### src/rtl/maxim_pipe.sv
// maxim_pipe: pipelined NCH-channel maximum finder with channel index and peak-hold tracking.
// Comparator tree is heap-ordered: node n has children 2n and 2n+1; leaves are the input channels.
module maxim_pipe #(
    parameter int WIDTH  = 4,
    parameter int NCH    = 4,
    parameter int SIGNED = 0,
    parameter int CNTW   = 8,
    localparam int IDXW  = (NCH > 1) ? $clog2(NCH) : 1,
    localparam int LAT   = $clog2(NCH)
) (
    input  logic                 clk,
    input  logic                 rst_n,
    input  logic                 in_valid,
    input  logic [NCH*WIDTH-1:0] in_data,
    input  logic                 peak_clr,
    output logic                 out_valid,
    output logic [WIDTH-1:0]     out_max,
    output logic [IDXW-1:0]      out_idx,
    output logic                 peak_valid,
    output logic [WIDTH-1:0]     peak_max,
    output logic [IDXW-1:0]      peak_idx,
    output logic [CNTW-1:0]      peak_cnt,
    output logic [CNTW-1:0]      peak_at
);
    function automatic logic gt(input logic [WIDTH-1:0] a, input logic [WIDTH-1:0] b);
        return (SIGNED != 0) ? ($signed(a) > $signed(b)) : (a > b);
    endfunction

    logic [WIDTH-1:0] nv [1:NCH-1];
    logic [IDXW-1:0]  ni [1:NCH-1];
    logic [LAT-1:0]   vr;
    logic [LAT:0]     vs;

    assign vs = {vr, in_valid};

    always_ff @(posedge clk or negedge rst_n)
        if (!rst_n) vr <= '0;
        else vr <= vs[LAT-1:0];

    for (genvar n = 1; n < NCH; n++) begin : g_node
        localparam int D = $clog2(n + 1) - 1;
        logic [WIDTH-1:0] a, b;
        logic [IDXW-1:0]  ia, ib;
        if (2 * n >= NCH) begin : g_leaf
            assign a  = in_data[(2*n-NCH)*WIDTH +: WIDTH];
            assign b  = in_data[(2*n+1-NCH)*WIDTH +: WIDTH];
            assign ia = IDXW'(2*n-NCH);
            assign ib = IDXW'(2*n+1-NCH);
        end else begin : g_int
            assign a  = nv[2*n];
            assign b  = nv[2*n+1];
            assign ia = ni[2*n];
            assign ib = ni[2*n+1];
        end
        // the right child must win strictly, so ties keep the lower channel
        always_ff @(posedge clk or negedge rst_n)
            if (!rst_n) begin
                nv[n] <= '0;
                ni[n] <= '0;
            end else if (vs[LAT-1-D]) begin
                nv[n] <= gt(b, a) ? b : a;
                ni[n] <= gt(b, a) ? ib : ia;
            end
    end

    assign out_valid = vr[LAT-1];
    assign out_max   = nv[1];
    assign out_idx   = ni[1];

    logic [CNTW-1:0] cnt_inc;
    logic            take;

    assign cnt_inc = (&peak_cnt) ? peak_cnt : peak_cnt + 1'b1;
    assign take    = out_valid && (!peak_valid || gt(out_max, peak_max));

    always_ff @(posedge clk or negedge rst_n)
        if (!rst_n) begin
            peak_valid <= 1'b0;
            peak_max   <= '0;
            peak_idx   <= '0;
            peak_cnt   <= '0;
            peak_at    <= '0;
        end else if (peak_clr) begin
            peak_valid <= out_valid;
            peak_max   <= out_valid ? out_max : '0;
            peak_idx   <= out_valid ? out_idx : '0;
            peak_cnt   <= CNTW'(out_valid);
            peak_at    <= '0;
        end else if (take) begin
            peak_valid <= 1'b1;
            peak_max   <= out_max;
            peak_idx   <= out_idx;
            peak_at    <= peak_cnt;
            peak_cnt   <= cnt_inc;
        end else if (out_valid) begin
            peak_cnt   <= cnt_inc;
        end
endmodule

### config.mk
export PLATFORM = sky130hd
export DESIGN_NAME = maxim_pipe
export DESIGN_NICKNAME = d
export VERILOG_FILES = /design/src/rtl/maxim_pipe.sv
export SDC_FILE = /design/constraint.sdc
export NUM_CORES = 1
export LEC_CHECK = 0
export ABC_AREA = 0
export BUFFER_PORTS_ARGS = -buffer_cell sky130_fd_sc_hd__buf_4
export CORE_MARGIN = 3
export CORE_UTILIZATION = 54
export CTS_CLUSTER_DIAMETER = 120
export DETAILED_ROUTE_END_ITERATION = 8
export GPL_TIMING_DRIVEN = 0
export MAX_ROUTING_LAYER = met4
export PLACE_DENSITY = 0.85
export SLEW_MARGIN = 20
export SYNTH_ARGS = -nofsm -noshare
export SYNTH_HDL_FRONTEND = slang
export SYNTH_SLANG_ARGS = --single-unit
### constraint.sdc
create_clock -name clk -period 2 [get_ports clk]
set_input_delay 0.2 -clock clk [delete_from_list [all_inputs] [get_ports clk]]
set_output_delay 0.2 -clock clk [all_outputs]
set_load 0.05 [all_outputs]
==> out/qor.txt <==
Initial Util - 56.86%
Post-DR vias/cell - 5.842
RR Startpoint - out_max[3]$_DFFE_PN0P_
CTS clk-pin slew, worst paths - 70 ps
Die H - 71.37 microns
Critical Path Source - out_max[3]$_DFFE_PN0P_
Fin nets - 328
Worst Hold Path Cells - 1
Worst setup EP type - flop
Vias in the first global route - 1907
TritonCTS Sinks - 42
Netlist cell types - 41
WL/cell - 14.01 microns
Required time worst endpoint - 2230 ps
CP Max Fanout - 7
GRT Residual Overflow - 0
Synth Cell Area - 0.002307 sq mm
Antenna-violating nets left - 0
Post-Synth Adder-Cell Area - 9.219%
Vias - 1998
Period minus WS final - 1824 ps
Fin crit share - 91.19%
Share of cells above drive strength 1 - 23.29%
Synth Area in XOR/XNOR - 0.3796%
I/O Buffers - 49
Avg Inst Size Synth - 9.860 sq um
Power, Total - 3031 uW
Htree depth - 2
CP Class - flop to flop
Post-Place Cells - 333
Slew HR - 65.32%
Post-synthesis mux area share - 1.356%
FF-to-FF End - peak_at[4]$_DFFE_PN0P_
Worst skew pair latency - 290 ps
FMAX - 548.3 MHz
Static leakage - 0.001370 uW
Post-synthesis simple-gate area fraction - 16.70%
YS warnings - 0
Startpoint Class - flop
Seq/Total Area, Yosys - 45.55%
Chip width - 71.37 microns
Drt pass-1 iters - 4
Compound-Gate Fraction of Synth Area - 21.85%
Final Hold Viols - 0
Setup violators final - 0
Detail Placement HPWL - 3667 microns
Flop2flop setup slack - 180 ps
Worst min path class - input port to flop
Setup TNS - 0 ps
Initial antenna violation count - 0
Iter 0 DRT Violations - 89
Tot GR Track Use - 20.51%
Num CTS Buffers - 5
RSZ-0062 raised after global routing - false
Postcts setup bufs - 0
Synthesized netlist net count - 271
FF-to-FF path depth - 5
Area Overhead vs Synth - 23.05%
Post-Route Skew - 3.816 ps
Root Buffer - clkbuf_8
First-pass GRT wire length - 8224 microns
Drc violations - 0
Core Box Area - 0.004058 sq mm
Largest net degree at the start of global routing - 43
Post-Syn Instances - 234
Die area - 0.005093 sq mm
Final Non-Filler Cells - 342
CTS tree - yes
CP Data Arrival Time - 2060 ps
Max-cap viol count - 0
Register bit total from synthesis - 42
Worst-Margin Slew - 520.2 ps
Antenna Diode Count - 0
Hold path startpoint - in_valid
Outcome - finished, final reports clean
Rows - 23
Slew Limit Fails - 0
Clock buffer depth - 2
Largest family of logic cells by synthesized area - compound AO/OA/AOI/OAI gates
Drt total wl - 4790 microns
Cell Pwr Density - 1068 mW/mm^2
I/O Pins - 50
Gp weighted congestion - 0.8604
Worst vdd ir - 537.9 uV
Hold EP - vr[0]$_DFF_PN0_
-- cell usage after synthesis, drive strengths merged --
library cell  count  area (sq um)
a311oi            2         23.77
a21oi            12         63.81
o2111a            1         11.26
or3               4         25.02
o21a              3         22.52
clkbuf            3         12.51
nor3              1         5.000
and3              2         12.51
nor2b             3         21.27
a22o             13         113.9
mux2i             2         20.02
and2              3         18.77
o21ai            19         95.09
mux2              1         11.26
nand2             5         18.77
and2b             1         7.510
nand4             7         43.79
inv              20         75.07
nor2             13         48.80
dfrtp            42          1051
a31o              1         8.760
o211ai            3         32.53
buf               4         26.27
or2               1         6.260
xnor2             1         8.760
nand2b            3         18.77
and4              5         43.79
a21o              1         7.510
nand3            20         100.1
ha               17         212.7
a211oi            5         37.54
nand3b            2         15.01
a31oi            13         81.33
o22ai             1         6.260
-- worst max-delay path by stage --
| stage | to | depth (start not counted) |
|---|---|---|
| floorplan | peak_at[7]$_DFFE_PN0P_ | 7 |
| global placement | peak_at[5]$_DFFE_PN0P_ | 5 |
| detailed placement | peak_at[4]$_DFFE_PN0P_ | 5 |
| CTS | peak_at[4]$_DFFE_PN0P_ | 5 |
| global route | peak_at[2]$_DFFE_PN0P_ | 5 |
| finish | peak_at[4]$_DFFE_PN0P_ | 5 |
-- cell type report --
type                    instances  area (sq um)
flip-flops and latches         42          1051
well taps                      50         62.56
clock inverters                 1         5.005
multi-input cells             165          1142
clock buffers                   7         86.33
fillers                       336          1219
plain buffers                   7         38.79
repair buffers                 50         377.9
inverters                      20         75.07
-- power breakdown --
group | switching, uW | internal, uW
sequential | 134 | 998
combinational | 866 | 474
clock | 280 | 278
total | 1280 | 1750
-- kinds of logic (layout without fill, tap and decap cells) --
logic type               Yosys count  in the layout
adder cells (fa/ha/maj)           17             17
buffers and inverters             27             85
multiplexers                       3              3
AO/OA/AOI/OAI                     74             74
XOR/XNOR                           1              1
AND/OR/NAND/NOR                   70             70
flip-flops                        42             42
-- sequential cells by signal (all words and copies together), names as in the netlist, 2 cells and up --
register   flops
peak_idx       2
g_node.ib      2
peak_cnt       8
vr             2
g_node.a       4
g_node.b       4
out_max        4
peak_at        8
peak_max       4
out_idx        2
-- placed cells by master, fill, tap and decap left out, types with 4 or more instances in the layout --
master | netlist | final
buf_4 | 0 | 49
dfrtp_1 | 42 | 42
inv_1 | 20 | 20
nand3_1 | 20 | 20
o21ai_0 | 18 | 18
ha_1 | 17 | 17
nor2_1 | 13 | 13
a31oi_1 | 13 | 13
a22o_1 | 13 | 13
a21oi_1 | 11 | 11
nand4_1 | 7 | 7
clkbuf_8 | 0 | 6
a211oi_1 | 5 | 5
nand2_1 | 5 | 5
and4_1 | 5 | 5
or3_1 | 4 | 4
-- metrics by stage --
step	util (%)	worst slack [ps]	hold WS, ps	cell area (sq um)
CTS	69.97	143.6	20.16	2839
global route	69.97	62.40	22.87	2839
finish	69.97	176.1	30.76	2839
floorplan	-	57.79	-95.59	2307
detailed placement	67.47	163.3	208.2	2738
global placement	67.47	240.5	205.9	2738
-- layer usage --
metal / wire, microns / part of all wire (%) / vias to the layer above / track usage [%]
met4: 81 / 1.7 / 0 / 7.307
li1: - / - / 987 / -
met1: 2096 / 44 / 943 / 23.84
met2: 2320 / 48 / 60 / 34.69
met3: 291 / 6.1 / 8 / 4.769
met5: 0 / 0 / - / -
-- critical path, stage by stage, from the launching register on --
cell      delay [ps]
dfrtp_1          430
ha_1             360
nand4_1          140
o21ai_1          100
a311oi_2         520
a22o_1           220
-- repair_timing --
action                                  4_1_cts  5_1_grt
endpoints found under the setup margin        0        0
gates resized for setup                       0        0
endpoints found under the hold margin        42        0
hold buffers                                  1        0
Power figures use the tool's default switching activity.
